**src/rtl/vend_pkg.sv**
```systemverilog
// Shared types and constants for the vending sequencer: FSM state encoding,
// default sizing parameters and the per-slot price table.
package vend_pkg;

  localparam int N_PROD       = 4;
  localparam int CREDIT_W     = 4;
  localparam int MAX_CREDIT   = 15;
  localparam int DISP_TIMEOUT = 32;

  typedef enum logic [1:0] {
    ST_IDLE,
    ST_DISPENSE,
    ST_CHANGE
  } state_t;

  localparam logic [CREDIT_W-1:0] PRICE [N_PROD] = '{4'd3, 4'd5, 4'd7, 4'd9};

endpackage

```
**src/rtl/vend_timeout_timer.sv**
```systemverilog
// Dispense watchdog: counts enabled cycles and flags the TIMEOUT-th one.
module vend_timeout_timer #(
  parameter int TIMEOUT = 32
) (
  input  logic clk,
  input  logic rst_n,
  input  logic i_clear,
  input  logic i_enable,
  output logic o_expired
);

  localparam int CNT_W = (TIMEOUT > 2) ? $clog2(TIMEOUT) : 1;

  logic [CNT_W-1:0] r_count;

  // NOTE: sequential state is updated with non-blocking assignments so every
  // register samples the pre-edge values, independent of block ordering.
  always_ff @(posedge clk or negedge rst_n) begin
    if (!rst_n) begin
      r_count <= '0;
    end else if (i_clear) begin
      r_count <= '0;
    end else if (i_enable && !o_expired) begin
      r_count <= r_count + CNT_W'(1);
    end
  end

  // Expires on the TIMEOUT-th consecutive enabled cycle.
  assign o_expired = i_enable && (r_count == CNT_W'(TIMEOUT - 1));

endmodule

```
**src/rtl/vend_sequencer.sv**
```systemverilog
// Vending machine sequencer: credit accounting, product select, dispense
// handshake with watchdog refund, and one-unit-per-cycle change return.
module vend_sequencer
  import vend_pkg::*;
#(
  parameter int N_PROD       = vend_pkg::N_PROD,
  parameter int CREDIT_W     = vend_pkg::CREDIT_W,
  parameter int MAX_CREDIT   = vend_pkg::MAX_CREDIT,
  parameter int DISP_TIMEOUT = vend_pkg::DISP_TIMEOUT
) (
  input  logic                clk,
  input  logic                reset,
  input  logic                coin,
  input  logic                select,
  input  logic [1:0]          prod_id,
  input  logic                cancel,
  input  logic [N_PROD-1:0]   stock_empty,
  input  logic                disp_ack,
  output logic                disp_req,
  output logic [1:0]          disp_id,
  output logic                change_pulse,
  output logic [CREDIT_W-1:0] credit,
  output logic                sel_err,
  output logic                coin_rej,
  output logic                busy,
  output logic                fault
);

  state_t              r_state, w_state_nxt;
  logic [CREDIT_W-1:0] r_credit, w_credit_nxt;
  logic [CREDIT_W-1:0] w_sel_price, w_disp_price, w_credit_inc;
  logic [1:0]          r_disp_id, w_disp_id_nxt;
  logic                r_sel_err, w_sel_err_nxt;
  logic                r_coin_rej, w_coin_rej_nxt;
  logic                r_fault, w_fault_nxt;
  logic                w_coin_ok, w_expired, w_in_dispense;

  assign w_in_dispense = (r_state == ST_DISPENSE);
  assign w_sel_price   = CREDIT_W'(PRICE[prod_id]);
  assign w_disp_price  = CREDIT_W'(PRICE[r_disp_id]);
  // Coins are only banked in IDLE and never beyond the saturation value.
  assign w_coin_ok     = coin && (r_state == ST_IDLE) &&
                         (r_credit != CREDIT_W'(MAX_CREDIT));
  assign w_credit_inc  = r_credit + CREDIT_W'(w_coin_ok);

  vend_timeout_timer #(
    .TIMEOUT (DISP_TIMEOUT)
  ) u_timer (
    .clk       (clk),
    .rst_n     (reset),
    .i_clear   (!w_in_dispense),
    .i_enable  (w_in_dispense),
    .o_expired (w_expired)
  );

  // NOTE: every signal written here gets a default first, so no path can
  // leave one unassigned and infer a latch.
  always_comb begin
    w_state_nxt    = r_state;
    w_credit_nxt   = r_credit;
    w_disp_id_nxt  = r_disp_id;
    w_sel_err_nxt  = 1'b0;
    w_coin_rej_nxt = coin && !w_coin_ok;
    w_fault_nxt    = r_fault;

    unique case (r_state)
      ST_IDLE: begin
        w_credit_nxt = w_credit_inc;
        if (cancel) begin
          if (r_credit != '0) w_state_nxt = ST_CHANGE;
        end else if (select) begin
          // Affordability is judged on the credit held before this cycle's coin.
          if (stock_empty[prod_id] || (r_credit < w_sel_price)) begin
            w_sel_err_nxt = 1'b1;
          end else begin
            w_credit_nxt  = w_credit_inc - w_sel_price;
            w_disp_id_nxt = prod_id;
            w_state_nxt   = ST_DISPENSE;
          end
        end
      end
      ST_DISPENSE: begin
        if (disp_ack) begin
          w_state_nxt = (r_credit != '0) ? ST_CHANGE : ST_IDLE;
        end else if (w_expired) begin
          w_credit_nxt = r_credit + w_disp_price;
          w_fault_nxt  = 1'b1;
          w_state_nxt  = ST_CHANGE;
        end
      end
      ST_CHANGE: begin
        w_credit_nxt = r_credit - CREDIT_W'(1);
        if (r_credit <= CREDIT_W'(1)) w_state_nxt = ST_IDLE;
      end
      default: w_state_nxt = ST_IDLE;
    endcase
  end

  always_ff @(posedge clk or negedge reset) begin
    if (!reset) begin
      r_state    <= ST_IDLE;
      r_credit   <= '0;
      r_disp_id  <= '0;
      r_sel_err  <= 1'b0;
      r_coin_rej <= 1'b0;
      r_fault    <= 1'b0;
    end else begin
      r_state    <= w_state_nxt;
      r_credit   <= w_credit_nxt;
      r_disp_id  <= w_disp_id_nxt;
      r_sel_err  <= w_sel_err_nxt;
      r_coin_rej <= w_coin_rej_nxt;
      r_fault    <= w_fault_nxt;
    end
  end

  assign disp_req     = w_in_dispense;
  assign change_pulse = (r_state == ST_CHANGE);
  assign busy         = (r_state != ST_IDLE);
  assign disp_id      = r_disp_id;
  assign credit       = r_credit;
  assign sel_err      = r_sel_err;
  assign coin_rej     = r_coin_rej;
  assign fault        = r_fault;

endmodule

```
**config.mk**
```make
export PLATFORM = sky130hd
export DESIGN_NAME = vend_sequencer
export DESIGN_NICKNAME = d
export VERILOG_FILES = /design/src/rtl/vend_pkg.sv /design/src/rtl/vend_timeout_timer.sv /design/src/rtl/vend_sequencer.sv
export SDC_FILE = /design/constraint.sdc
export NUM_CORES = 1
export LEC_CHECK = 0
export CAP_MARGIN = 20
export CELL_PAD_IN_SITES_DETAIL_PLACEMENT = 0
export CELL_PAD_IN_SITES_GLOBAL_PLACEMENT = 1
export CORE_MARGIN = 2
export CORE_UTILIZATION = 36
export DETAILED_ROUTE_END_ITERATION = 7
export PLACE_DENSITY = 0.76
export SETUP_SLACK_MARGIN = 0.3
export SLEW_MARGIN = 20
export SYNTH_ARGS = -nofsm -noshare
export SYNTH_HDL_FRONTEND = slang
export SYNTH_SLANG_ARGS = --single-unit
export TNS_END_PERCENT = 30
```
**constraint.sdc**
```tcl
create_clock -name clk -period 2.5 [get_ports clk]
set_input_delay 0.5 -clock clk [delete_from_list [all_inputs] [get_ports clk]]
set_output_delay 0.5 -clock clk [all_outputs]
set_load 0.01 [all_outputs]
```
Word level (Yosys, flattened, before mapping)
Cells that the tools add are included.

Register bits: 16. Output and inout bits: 12. Word-level logic and storage cells: 79.

Add/subtract/negate cells: 5. Magnitude comparators: 5. Eq/ne operators: 12. Muxes and demuxes: 29. Bitwise logic cells: 5. Reductions and logical operators: 16.

Operators with widths (number): $mux 4 (9); $bmux 4 s2 (2); $mux 2 (8); $pmux 4 s3 (1); $mux 5 (2); $ne 3x3->1 const B (3); $ge 3x3->1 const B (2); $ne 2x2->1 const B (3); $not 2->3 (2); $pmux 2 s3 (1); $reduce_and 3->1 (2); $add 5x1->5 const B (1); $eq 5x5->1 const B (1); $logic_and 1x1->1 (5); $mux 1 (5); $reduce_and 5->1 (1); $add 4x1->4 (1); $add 4x4->4 (1); $le 4x1->1 const B (1); $lt 4x4->1 (1); $ne 4x4->1 const B (1); $reduce_and 4->1 (1); $reduce_bool 4->1 (1); $sub 4x1->4 const B (1); other kinds (13) (16).

Logic depth before layout (Yosys ltp)
Depth in word-level cells: 10. Depth in mapped cells: 13.

By module
From an unflattened synthesis, not the netlist that was laid out.

Cell total of the unflattened synthesis: 159. Area total of the unflattened synthesis: 1446.4 um2.

By module, submodules not included: vend_sequencer (instances 1, cells an instance 135, area an instance 1189.9 um2); vend_timeout_timer (instances 1, cells an instance 24, area an instance 256.5 um2).

Worst setup path before layout
OpenSTA, ideal clock, no wires.

Path kind: register -> register. From: register r_state[0]. To: register r_credit[3], in the netlist credit[3]. Library setup time: 0.129 ns. Arrival time: 2.492 ns. Data required time: 2.371 ns. Setup slack: -0.122 ns. Cell stages (with the launch flop): 14. Path buffers: 0. Cells stage by stage: dfrtp_1 inv_1 ha_1 nand2_1 a31oi_1 ha_1 ha_1 xor2_1 ha_1 a21oi_1 a21oi_1 or2_2 a31oi_1 a31oi_1.

Longest elaborated chain between the ends: 9.

RTL lines: start: declaration (line vend_sequencer.sv:29) `state_t r_state, w_state_nxt;`; start signal: assignment (line vend_sequencer.sv:108) `r_state <= w_state_nxt;`; $logic_not 2->1 (line vend_sequencer.sv:42, vend_sequencer.sv:66); $logic_and 1x1->1 (2 in series) (line vend_sequencer.sv:42) `assign w_coin_ok = coin && (r_state == ST_IDLE) &&`; $add 4x1->4 (line vend_sequencer.sv:44) `assign w_credit_inc = r_credit + CREDIT_W'(w_coin_ok);`; $sub 4x4->4 (line vend_sequencer.sv:76) `w_credit_nxt = w_credit_inc - w_sel_price;`; $mux 4 (line vend_sequencer.sv:73) `if (stock_empty[prod_id] || (r_credit < w_sel_price)) begin`; $mux 4 (line vend_sequencer.sv:71) `end else if (select) begin`; $mux 4 (line vend_sequencer.sv:69) `if (cancel) begin`; $pmux 4 s3 (line vend_sequencer.sv:66) `unique case (r_state)`; end signal: assignment (line vend_sequencer.sv:109) `r_credit <= w_credit_nxt;`; end: declaration (line vend_sequencer.sv:30) `logic [CREDIT_W-1:0] r_credit, w_credit_nxt;`.

Several ways; a longest one is shown, not always the timed one. A chain may end at the register's enable or synchronous reset.

Final worst setup path
Ends and elaborated chain as after synthesis.

==> flow_metrics.tcl <==
set metrics [dict create \
    outcome "finished, final reports clean" \
    io_buffers 23 \
    p_int_mw 1.46 \
    netlist_area_um2 1410 \
    design_area_um2 2120 \
    drtIter0Drc 18 \
    cpPeakStageDelay_ns 0.39 \
    report.final.slew_viol_count 0 \
    max_cap_viol_count 0 \
    synth.area.top_cells "dfrtp_1 28%, ha_1 20%, xnor2_1 4.4%" \
    wirelength_um 3430 \
    dr.pass1.iters 4 \
    clkTransAtPathRegs_ns 0.07 \
    area_growth_pct 50.7 \
    synth_cell_types 38 \
    crit_type "flop to flop" \
    synth_compound_area_share_pct 14.9 \
    maxSlewHeadroom_pct 50.0 \
    synth-edff-count 0 \
    syn_nets 186 \
    p_sw_share_pct 41.8 \
    yosysTopAreaCellShare_pct 28.5 \
    synth_top_family_by_area "adder cells" \
    rows 22 \
    cts_tree "built" \
    place_ws_ns -0.559 \
    die_h_um 66.5 \
    grt_max_degree 17 \
    vdd_drop_max_mv 0.688 \
    vias_per_cell 5.04 \
    clkPwrFrac_pct 9.4 \
    gp_congestion 0.784 \
    hold_viol_final 0 \
    post_synth.cell_area_avg_um2 9.38 \
    fin_setup_tns_ns 0 \
    die-area_um2 4420 \
    regArea_um2 403 \
    holdCritPathClass "flop to flop" \
    cts_made_buffers 3 \
    fin_util_pct 57.0 \
    cts-hold-fix-buffers 0 \
    multi_input_area_um2 1090 \
    initial_core_util_pct 37.8 \
    synth_seq_cells 16 \
    htree_levels 1 \
    critPathRequiredTime_ns 2.62 \
    fin_skew_ns 0.00834 \
    ioPinCount 24 \
    drive_gt1_share_pct 34.0 \
    cpMaxStageDelayCell "dfrtp_1" \
    diodes 0 \
    fill_cells 339 \
    synth_mux_area_share_pct 6.05 \
    power_density_nw_per_um2 1180 \
    grt_pass1_wl_um 5620 \
    cp-end-kind "flop" \
    power.leakage_nw 0.963 \
    setup_violations 0 \
    synth_top_area_cell "dfrtp_1" \
    wl_per_cell_um 13.8 \
    clockBufferDepth 2 \
    synth_common_cells "22 x ha_1, 16 x dfrtp_1, 16 x inv_1, 10 x a21oi_1, 9 x o21ai_0" \
    synth_ff_type "dfrtp_1" \
    clock_sink_count 16 \
    yosysWarningCount 0 \
    chipWidth_um 66.5 \
    path_cells "inv_2, ha_4, nand2_4, a31oi_4, ha_4, ha_4, xor2_4, ha_4, a21oi_4, a21oi_2, or2_4, a31oi_1, a31oi_1" \
    critPathMaxFanout 3 \
    synth-xor-area-share_pct 6.85 \
    yosys.area_share.simple_pct 14.9 \
    min_period_ns 2.43 \
    cts_root_buf "clkbuf_8" \
    rsz0062_at_grt "true" \
    final.setup.worst_slack_ns 0.0715 \
    period_share_pct 97.1 \
    finalPower_mw 2.51 \
    dpl.hpwl_um 2560 \
    drc 0 \
    grt_antenna_before_repair 0 \
    netlist_instances 150 \
    final_antenna_net_count 0 \
    routed-via-count 1249 \
    critPathTopFamily "adder cells" \
    post-synth-top-count-cell "ha_1" \
    core_area_um2 3720 \
    synth_fa_ha_area_share_pct 22.4 \
    nets 237 \
    cp_num_buf_inv 1 \
    timing.fmax_mhz 412 \
    grt_overflow_total 0 \
    seqPwrFrac_pct 15.6 \
    power.switching_mw 1.05 \
    grt_pass1_vias 1335 \
    cpMostUsedCell "ha_4" \
    clock_latency_ns 0.26 \
    combPwrFrac_pct 75.0 \
    tightestPinTransition_ns 0.748 \
    grt_usage_pct 16.7 \
    cp-start-kind "flop" \
    place_area_um2 1880 \
    yosysSeqAreaShare_pct 28.5 \
    arrival_ns 2.55 \
    ys_async_sr_fraction_pct 100 \
]
-- per-stage QoR --
| stage | hold WS [ns] | instances |
|---|---|---|
| CTS | 0.478 | 245 |
| detailed placement | 0.461 | 239 |
| finish | 0.474 | 248 |
| global placement | 0.450 | 239 |
| global route | 0.492 | 248 |
| floorplan | 0.204 | 150 |
-- flip-flops by register name, indices dropped and copies added (netlist names) --
register and flops:
u_timer.r_count 5, disp_id 2, r_state 2, coin_rej 1, credit 4, fault 1
sel_err 1
-- worst paths after layout --
path	slack, ns	endpoint	depth (start not counted)	from
max in group asynchronous	1.29	credit[0]	1	reset
min in group asynchronous	0.69	r_state[1]	1	reset
hold / removal	0.47	fault	1	fault
setup reg to reg	0.07	credit[3]	13	r_state[0]
setup / recovery	0.07	credit[3]	13	r_state[0]
hold reg to reg	0.47	fault	1	fault
-- worst reg2reg max path, cell delays in order, from the launching register on --
cell and delay (ns):
dfrtp_1 0.39, inv_2 0.08, ha_4 0.16, nand2_4 0.05
a31oi_4 0.20, ha_4 0.18, ha_4 0.15, xor2_4 0.18
ha_4 0.24, a21oi_4 0.14, a21oi_2 0.08, or2_4 0.22
a31oi_1 0.13, a31oi_1 0.11
-- power groups by stage --
stage	logic (mW)	registers (mW)	clock network [mW]
after floorplan	0.917	0.447	0
final	1.88	0.391	0.235
after CTS	1.73	0.391	0.242
after global routing	2.09	0.400	0.251
after global placement	1.54	0.382	0
after detailed placement	1.57	0.385	0
-- metal layers --
| metal | track usage, % | share of wire, % | wire length (µm) | vias up |
|---|---|---|---|---|
| met4 | 7.40 | 2.2 | 77 | 0 |
| met2 | 29.1 | 52 | 1770 | 23 |
| met1 | 20.0 | 43 | 1480 | 599 |
| met5 | 0 | 0 | 0 | - |
| met3 | 2.87 | 3.0 | 102 | 7 |
| li1 | - | - | - | 620 |
-- layout make-up --
cell class | count | area share (%)
sequential | 16 | 19.0
timing repair buffer | 52 | 21.4
inverter | 16 | 2.95
clock buffer | 4 | 2.60
multi-input combinational | 112 | 51.2
tap | 48 | 2.83
-- what timing repair did --
item,CTS,global route
hold endpoints to repair,0,0
resized for setup,29,11
pin swaps,15,11
buffers inserted,2,3
gates cloned,0,0
endpoints found under the setup margin,8,7
-- placed cells by master (no fill, tap or decap), drive strengths merged, types with 2 or more instances in the layout --
cell,synthesis,routed
a21oi,10,10
nand2b,2,2
nand2,7,7
xnor2,7,7
buf,1,30
dfrtp,16,16
nor3b,2,2
and3,2,2
mux2,2,2
and2,4,4
nor2b,5,5
nor2,2,2
mux2i,4,4
a22oi,2,2
a31oi,4,4
o2111ai,2,2
a21o,3,3
o21ai,9,9
or2,2,2
clkdlybuf4s50,0,19
ha,22,22
fa,2,2
xor2,4,4
clkbuf,5,4
inv,16,16
nand3,3,3
-- cells by family (layout without fill, tap and decap cells) --
logic type	after synthesis	after routing
flip-flops	16	16
adder cells (fa/ha/maj)	24	24
multiplexers	7	7
buffers and inverters	22	72
AND/OR/NAND/NOR	36	36
AO/OA/AOI/OAI	34	34
XOR/XNOR	11	11
Power figures use the tool's default switching activity.
